$ cat src/rtl/seq_pattern_gen_pkg.sv
// Shared types and constants for the serial pattern generator and its gap-noise LFSR.
package seq_pattern_gen_pkg;

   typedef enum logic [1:0] {
      IDLE  = 2'd0,
      SHIFT = 2'd1,
      GAP   = 2'd2
   } state_e;

   localparam int DEF_PAT_W = 4;
   localparam int DEF_CNT_W = 4;
   localparam int DEF_GAP_W = 3;

   // x^7 + x^6 + 1: feedback from the two top stages, output taken from stage 0
   localparam int               LFSR_W     = 7;
   localparam int               LFSR_TAP_A = 6;
   localparam int               LFSR_TAP_B = 5;
   localparam logic [LFSR_W-1:0] LFSR_SEED = 7'h01;

endpackage

$ cat src/rtl/seq_pattern_lfsr.sv
// 7-bit Fibonacci LFSR with enable; supplies junk bits for inter-frame gaps.
module seq_pattern_lfsr
   import seq_pattern_gen_pkg::*;
(
   input  logic clk,
   input  logic reset,
   input  logic en,
   output logic lfsr_bit
);

   logic [LFSR_W-1:0] lfsr_q, lfsr_d;

   always_comb begin
      lfsr_d = lfsr_q;
      if (en) lfsr_d = {lfsr_q[LFSR_W-2:0], lfsr_q[LFSR_TAP_A] ^ lfsr_q[LFSR_TAP_B]};
   end

   always_ff @(posedge clk) begin
      if (reset) lfsr_q <= LFSR_SEED;
      else       lfsr_q <= lfsr_d;
   end

   assign lfsr_bit = lfsr_q[0];

endmodule

$ cat src/rtl/seq_pattern_gen.sv
// Serial pattern transmitter with repeat count and inter-repetition gap.
// Define SEQ_PATTERN_GEN_GAP_NOISE_EN to fill gap cycles with LFSR noise instead of 0.
module seq_pattern_gen
   import seq_pattern_gen_pkg::*;
#(
   parameter int PAT_W     = DEF_PAT_W,
   parameter int CNT_W     = DEF_CNT_W,
   parameter int GAP_W     = DEF_GAP_W,
   parameter bit MSB_FIRST = 1'b1
)(
   input  logic             clk,
   input  logic             reset,
   input  logic             start,
   input  logic [PAT_W-1:0] pattern,
   input  logic [CNT_W-1:0] rep_cnt,
   input  logic [GAP_W-1:0] gap,
   output logic             x,
   output logic             x_valid,
   output logic             busy,
   output logic             done
);

   localparam int               BIT_W    = (PAT_W > 1) ? $clog2(PAT_W) : 1;
   localparam logic [BIT_W-1:0] LAST_BIT = BIT_W'(PAT_W - 1);

   state_e             state_q, state_d;
   logic [PAT_W-1:0]   pat_q, pat_d, pat_in_ord;
   logic [CNT_W-1:0]   rep_q, rep_d;
   logic [GAP_W-1:0]   gap_q, gap_d, gcnt_q, gcnt_d;
   logic [BIT_W-1:0]   bit_q, bit_d, nxt_bit;
   logic               x_q, x_d, xv_q, xv_d, busy_q, busy_d, done_q, done_d;
   logic               noise_bit;

`ifdef SEQ_PATTERN_GEN_GAP_NOISE_EN
   logic noise_en;

   // Advance only on edges that load a gap bit, so each gap cycle shows a fresh LFSR bit
   assign noise_en = (state_d == GAP);

   seq_pattern_lfsr u_lfsr (
      .clk      (clk),
      .reset    (reset),
      .en       (noise_en),
      .lfsr_bit (noise_bit)
   );
`else
   assign noise_bit = 1'b0;
`endif

   // Pattern is stored in transmit order so bit index i is always the i-th bit sent
   always_comb begin
      pat_in_ord = pattern;
      if (MSB_FIRST) begin
         for (int unsigned i = 0; i < PAT_W; i++) pat_in_ord[i] = pattern[PAT_W-1-i];
      end
   end

   assign nxt_bit = bit_q + 1'b1;

   always_comb begin
      state_d = state_q;
      pat_d   = pat_q;
      rep_d   = rep_q;
      gap_d   = gap_q;
      gcnt_d  = gcnt_q;
      bit_d   = bit_q;
      x_d     = 1'b0;
      xv_d    = 1'b0;
      busy_d  = 1'b0;
      done_d  = 1'b0;
      case (state_q)
         IDLE: begin
            if (start) begin
               pat_d   = pat_in_ord;
               rep_d   = (rep_cnt == '0) ? CNT_W'(1) : rep_cnt;
               gap_d   = gap;
               bit_d   = '0;
               state_d = SHIFT;
               x_d     = pat_in_ord[0];
               xv_d    = 1'b1;
               busy_d  = 1'b1;
            end
         end
         SHIFT: begin
            if (bit_q != LAST_BIT) begin
               bit_d  = nxt_bit;
               x_d    = pat_q[nxt_bit];
               xv_d   = 1'b1;
               busy_d = 1'b1;
            end else if (rep_q > CNT_W'(1)) begin
               rep_d  = rep_q - CNT_W'(1);
               bit_d  = '0;
               busy_d = 1'b1;
               if (gap_q != '0) begin
                  state_d = GAP;
                  gcnt_d  = gap_q - GAP_W'(1);
                  x_d     = noise_bit;
               end else begin
                  x_d  = pat_q[0];
                  xv_d = 1'b1;
               end
            end else begin
               state_d = IDLE;
               rep_d   = '0;
               bit_d   = '0;
               done_d  = 1'b1;
            end
         end
         GAP: begin
            busy_d = 1'b1;
            if (gcnt_q == '0) begin
               state_d = SHIFT;
               x_d     = pat_q[0];
               xv_d    = 1'b1;
            end else begin
               gcnt_d = gcnt_q - GAP_W'(1);
               x_d    = noise_bit;
            end
         end
         default: state_d = IDLE;
      endcase
   end

   always_ff @(posedge clk) begin
      if (reset) begin
         state_q <= IDLE;
         pat_q   <= '0;
         rep_q   <= '0;
         gap_q   <= '0;
         gcnt_q  <= '0;
         bit_q   <= '0;
         x_q     <= 1'b0;
         xv_q    <= 1'b0;
         busy_q  <= 1'b0;
         done_q  <= 1'b0;
      end else begin
         state_q <= state_d;
         pat_q   <= pat_d;
         rep_q   <= rep_d;
         gap_q   <= gap_d;
         gcnt_q  <= gcnt_d;
         bit_q   <= bit_d;
         x_q     <= x_d;
         xv_q    <= xv_d;
         busy_q  <= busy_d;
         done_q  <= done_d;
      end
   end

   assign x       = x_q;
   assign x_valid = xv_q;
   assign busy    = busy_q;
   assign done    = done_q;

endmodule

$ cat config.mk
export PLATFORM = sky130hd
export DESIGN_NAME = seq_pattern_gen
export DESIGN_NICKNAME = d
export VERILOG_FILES = /design/src/rtl/seq_pattern_gen_pkg.sv /design/src/rtl/seq_pattern_lfsr.sv /design/src/rtl/seq_pattern_gen.sv
export SDC_FILE = /design/constraint.sdc
export NUM_CORES = 1
export LEC_CHECK = 0
export ABC_AREA = 1
export CAP_MARGIN = 20
export CORE_ASPECT_RATIO = 1.4
export CORE_UTILIZATION = 30
export DETAILED_ROUTE_END_ITERATION = 6
export PLACE_DENSITY = 0.59
export SKIP_LAST_GASP = 1
export SLEW_MARGIN = 30
export SYNTH_ARGS = -nofsm -noshare
export SYNTH_HDL_FRONTEND = slang
export SYNTH_SLANG_ARGS = --single-unit
$ cat constraint.sdc
create_clock -name clk -period 2.4 [get_ports clk]
set_input_delay 0.36 -clock clk [delete_from_list [all_inputs] [get_ports clk]]
set_output_delay 0.36 -clock clk [all_outputs]
set_load 0.02 [all_outputs]
==> Word level (Yosys, flattened, before mapping) <==
Cells that the tools add are included.
{ "totals": {"reg_bits": 22, "input_bits": 14, "output_inout_bits": 4, "elab_cells": 76} }
{ "classes": {"muxes": 37, "bitwise_logic": 1, "addsub": 4, "magnitude_cmp": 2, "n_eq_ne": 10, "n_reduce_logical": 12} }
{ "ops": {"columns": ["cell", "n"], "rows": [
  ["$mux W4", 4],
  ["$mux W1", 14],
  ["$mux W2", 7],
  ["$ne A2 B2 Y1 const B", 7],
  ["$mux W3", 4],
  ["$pmux W1 S3", 3],
  ["$pmux W4 S2", 1],
  ["$pmux W2 S3", 1],
  ["$pmux W3 S2", 1],
  ["$sub A3 B1 Y3 const B", 2],
  ["$reduce_and A5 Y1", 1],
  ["$gt A4 B1 Y1 const B", 1],
  ["$logic_not A4 Y1", 1],
  ["$pmux W2 S2", 1],
  ["$reduce_and A2 Y1", 2],
  ["$reduce_and A4 Y1", 1],
  ["$reduce_bool A2 Y1", 2],
  ["$sub A4 B1 Y4 const B", 1],
  ["$logic_not A3 Y1", 1],
  ["$lt A2 B3 Y1 const B", 1],
  ["$ne A3 B3 Y1 const B", 1],
  ["$reduce_and A3 Y1", 1],
  ["$reduce_bool A3 Y1", 1],
  ["$reduce_or A3 Y1", 1],
  ["other kinds (6)", 6]
]} }

==> Depth between registers and ports, before layout <==
{ "depth": {"ltp_word": 5, "mapped_depth": 11} }

==> Least setup slack after synthesis <==
OpenSTA, ideal clock, no wires.
{ "synth_path": {"path_kind": "reg-to-reg", "start": "reg state_q[0]", "end": "reg gcnt_q[2]", "n_path_buf": 0, "setup_ns": 0.117, "t_required_ns": 2.283, "period_less_slack_ns": 1.326, "path_slack_ns": 1.074, "arrival_time_ns": 1.209, "stages_incl_launch_ff": 10, "path_cell_list": "dfxtp_1 > inv_1 > nand2_1 > o21ai_0 > ha_1 > nand3b_1 > nand2_1 > nand3_1 > nand2_1 > nor2_1"} }
{ "synth_via": {"elab_chain_len": 3, "word_cells_on_any_way": 9, "cone_classes": "6 x eq/ne; 1 x mux; 2 x reduce/logical"} }
{ "synth_lines": {"columns": ["item", "line", "text"], "rows": [
  ["start, declared", "seq_pattern_gen.sv:26", "state_e state_q, state_d;"],
  ["start signal, assigned", "seq_pattern_gen.sv:137", "state_q <= state_d;"],
  ["$eq A2 B2 Y1 or $eq A2 B1 Y1 (tied branches)", "seq_pattern_gen.sv:71", "case (state_q)"],
  ["$ne A2 B2 Y1 (no source line) or $reduce_bool A2 Y1 (tied branches)", null, null],
  ["$reduce_and A5 Y1 (no source line)", null, null],
  ["end signal, assigned", "seq_pattern_gen.sv:141", "gcnt_q <= gcnt_d;"],
  ["end, declared", "seq_pattern_gen.sv:29", "logic [GAP_W-1:0] gap_q, gap_d, gcnt_q, gcnt_d;"]
]} }
Parallel ways exist; a longest one is shown, timed or not.
A chain may end at the register's enable or synchronous reset.

==> Final worst setup path <==
{ "layout_path": {"start": "reg xv_q (netlist: x_valid)", "end": "out x_valid"} }
{ "layout_rtl": {"columns": ["item", "line", "text"], "rows": [
  ["start, declared", "seq_pattern_gen.sv:31", "logic x_q, x_d, xv_q, xv_d, busy_q, busy_d, done_q, done_d;"],
  ["start signal, assigned", "seq_pattern_gen.sv:144", "xv_q <= xv_d;"],
  ["end, declared", "seq_pattern_gen.sv:18", "output logic x_valid,"]
]} }
No word-level cell between the ends.

==> metrics.sh <==
CTS_POST_SETUP_BUFFERS_INSERTED=0
MAXSLEWVIOLCOUNT=0
DIEHEIGHT_MICRONS=73.3
CLKTRANSATPATHREGS_NS=0.08
CLOCK_SINK_COUNT=22
SETUP_SLACK_NS=0.878
CRITICAL_PATH_ARRIVAL_NS=1.16
PATH_DEPTH=1
NUMBER_OF_GLOBAL_ROUTE_VIAS_BEFORE_REPAIR=933
CRITICAL-PATH-MAX-STAGE-DELAY_NS=0.59
TIMING_HOLD_VIOLATIONS_FINAL=0
WORST_R2R_DST='gcnt_q[2]'
VIAS=1045
OVERALL_DIE_AREA_SQ_MM=0.00388
OVERFLOW=0
CRIT_PATH_TOP_DELAY_CELL='sky130_fd_sc_hd__clkdlybuf4s50_1'
SYNTH_COMMON_CELLS='38 x sky130_fd_sc_hd__nand2_1, 22 x sky130_fd_sc_hd__dfxtp_1, 19 x sky130_fd_sc_hd__nor2_1'
YOSYS_TOP_CELL_BY_AREA='sky130_fd_sc_hd__dfxtp_1'
ANTENNA_FOUND_INITIAL=0
WORST_SETUP_PATH_STARTPOINT='x_valid'
POST-ROUTE-DRC-COUNT=0
CP_DATA_REQUIRED_TIME_NS=2.04
MIN_PERIOD_NS=1.52
POST_ROUTE_CELLS_DRIVE_ABOVE_1_SHARE_PCT=6.29
CP_CELL_SEQUENCE='clkdlybuf4s50_1'
AREA_OF_THE_MULTI_INPUT_GATES_SQ_UM=556
SYNTH_EDF_COUNT=0
TOTAL_LEAKAGE_POWER_nW=0.596
TRITONCTS_CLOCK_TREE='yes'
ANTENNA_LEFT=0
TNS_NS=0
SYNTH_CELLS=158
MAPPEDNETLISTNETS=176
DRT_ITER0_DRC=26
PEAKVDDDROP_mV=0.375
GR-USAGE-ALL-LAYERS_PCT=13.7
CELLPOWERDENSITY_mW_PER_MM2=706
HOLD_DEPTH=2
NUMCTSBUFFERS=3
HOLD-WORST-SLACK_NS=0.476
GRT_MAX_DEGREE=14
FLOORPLAN.ROWS=25
TIMING.SETUP.CRITICAL_PATH_CLASS='reg -> out'
TIMING.MAX_SLEW.REL_SLACK_PCT=74.8
SYN-MEAN-INSTANCE-AREA_SQ_UM=6.89
SETUP_VIOL=0
SYNTH_TOP_FLOP_CELL='sky130_fd_sc_hd__dfxtp_1'
PLACE_INST=212
NFILLCELLS=357
WORST_SKEW_PAIR_LATER_PIN_LATENCY_NS=0.26
NUM_IO_PINS=18
NUMBER_OF_BUFFERS_ADDED_ON_PORTS=17
WORST_HOLD_PATH_TYPE='reg -> reg'
CRITPATHMAXFANOUT=1
DP_HPWL_MICRONS=1800
WORST_SETUP_PATH_ENDPOINT='x_valid'
POST_LAYOUT_NONFILLER_INSTANCES=215
CTS-RESIZED-GATES=0
WORST_SETUP_PATH_START_KIND='flip-flop'
NNETSFINAL=195
CRITICAL_PATH_BUF_INV_COUNT=1
WORST_REG2REG_PATH_STARTPOINT='state_q[0]'
POST-SYNTH-TOP-COUNT-CELL='sky130_fd_sc_hd__nand2_1'
REG2REG_SETUP_SLACK_NS=0.90
SYNTH.LIB_CELLS_USED.DISTINCT=22
GRT_FIRST_PASS_WIRELENGTH_MICRONS=3900
YOSYS_WARNINGS=0
POST-ROUTE-PERIOD-UTIL_PCT=63.4
SYNTH_CELL_AREA_SQ_MM=0.00109
YS_TOP_CELLS_BY_AREA='sky130_fd_sc_hd__dfxtp_1 40%, sky130_fd_sc_hd__nand2_1 13%, sky130_fd_sc_hd__a21oi_1 6.9%, sky130_fd_sc_hd__nor2_1 6.6%, sky130_fd_sc_hd__o21ai_0 6.0%'
WORSTREGTOREGCELLS=9
HOLDBUFCOUNTCTS=0
ASYNCSETRESETFLOPFRACSYNTH_PCT=0
RSZ0062_AT_GRT='no'
NUM_ANTENNA_CELLS=0
CLOCK.FMAX_MHz=657
FP.DIEW_MICRONS=52.9
OUTCOME='completed'
DP_WORST_SETUP_SLACK_NS=0.651
SYNTH.FF_LATCH_COUNT=22
FIN_SKEW_NS=0.00358
POST-SYNTH-TOP-AREA-FRACTION_PCT=40.5
YOSYSSEQAREASHARE_PCT=40.5
INITIAL_STANDARD_CELL_UTILIZATION_OF_THE_CORE_PCT=31.9
CORE_REGION_AREA_SQ_MM=0.00341
CTS.PATH.MAX_BUFFERS=2
AVGROUTEDWIREPERCELL_MICRONS=10.9
VIA_PER_INST=4.86
CTS_ROOT_BUF='sky130_fd_sc_hd__clkbuf_8'
PLACE_CONGESTION=0.817
WORST_PIN_SLEW_NS=0.376
LAYOUT.AREA.SEQ_SQ_UM=440
LAYOUT_OVERHEAD_ON_THE_SYNTHESIZED_AREA_PCT=22.6
CTS_H_TREE_LVLS=1
MAX_CAP_VIOL_COUNT=0
DETAIL_ROUTE.WIRELENGTH_MICRONS=2340
WORST_SETUP_PATH_END_KIND='output pin'
DETAILEDROUTE.FIRSTPASSITERATIONCOUNT=6
LARGEST_DELAY_CONTRIBUTOR_FAMILY_ON_THE_CRITICAL_PATH='buffers and inverters'
==> metal layers <==
metal	wire length, microns	vias to the layer above	GRT usage, %
li1	-	544	-
met1	1020	473	14.8
met2	1210	24	25.0
met3	80	4	2.69
met4	34	0	6.14
met5	0	-	0
==> sequential cells by signal, summed over array words and instances (netlist names), 2 cells and up <==
register / count
gcnt_q: 3
state_q: 2
gap_q: 3
bit_q: 2
pat_q: 4
rep_q: 4
==> cells in the final DEF (no fill, tap or decap), types with 2 or more instances in the layout <==
cell type                          n
sky130_fd_sc_hd__nor2_1           19
sky130_fd_sc_hd__nand2_2           2
sky130_fd_sc_hd__nand2_1          38
sky130_fd_sc_hd__o21ai_0          13
sky130_fd_sc_hd__ha_1              4
sky130_fd_sc_hd__clkdlybuf4s50_1  17
sky130_fd_sc_hd__inv_1            17
sky130_fd_sc_hd__nor3_1            3
sky130_fd_sc_hd__nand3_1          10
sky130_fd_sc_hd__a21oi_1          15
sky130_fd_sc_hd__clkbuf_8          3
sky130_fd_sc_hd__dfxtp_1          22
sky130_fd_sc_hd__inv_2             2
==> where the power goes <==
part	total (mW)	switching (mW)	internal, mW	leakage [nW]
registers	0.436	0.0276	0.409	0.181
clock network	0.226	0.114	0.112	0.0216
logic	0.281	0.168	0.113	0.393
total	0.943	0.309	0.634	0.596
==> final cells by class <==
class                           count  area share [%]
Multi-Input combinational cell    113            41.6
Clock buffer                        3            3.09
Sequential cell                    22            33.0
Timing Repair Buffer               17            12.7
Tap cell                           40            3.75
Inverter                           20            5.81
==> cells by family after synthesis <==
logic type | synth area share (%)
XOR/XNOR | 0.805
AND/OR/NAND/NOR | 30.0
flip-flops | 40.5
buffers and inverters | 8.51
AO/OA/AOI/OAI | 15.6
adder cells (fa/ha/maj) | 4.60
==> worst min-delay path: stages (launching register included) <==
cell,delay (ns)
sky130_fd_sc_hd__dfxtp_1,0.32
sky130_fd_sc_hd__nand2_1,0.06
sky130_fd_sc_hd__a21oi_1,0.05
==> stage by stage <==
stage	power [mW]	instance area [sq um]	util (%)
3_3_place_gp	0.719	1290	37.9
4_1_cts	0.947	1340	39.2
3_5_place_dp	0.724	1290	37.9
2_1_floorplan	0.643	1090	-
6_report	0.943	1340	39.2
5_1_grt	1.01	1340	39.2
==> how the worst min path moves through the flow <==
stage                  start       end  slack, ns
floorplan           bit_q[1]  bit_q[1]       0.44
global placement    bit_q[1]  bit_q[1]       0.45
detailed placement  bit_q[1]  bit_q[1]       0.47
CTS                 bit_q[1]  bit_q[1]       0.48
global route        bit_q[1]  bit_q[1]       0.50
finish              bit_q[1]  bit_q[1]       0.48
Note: power is estimated with default switching activity, not from simulation.
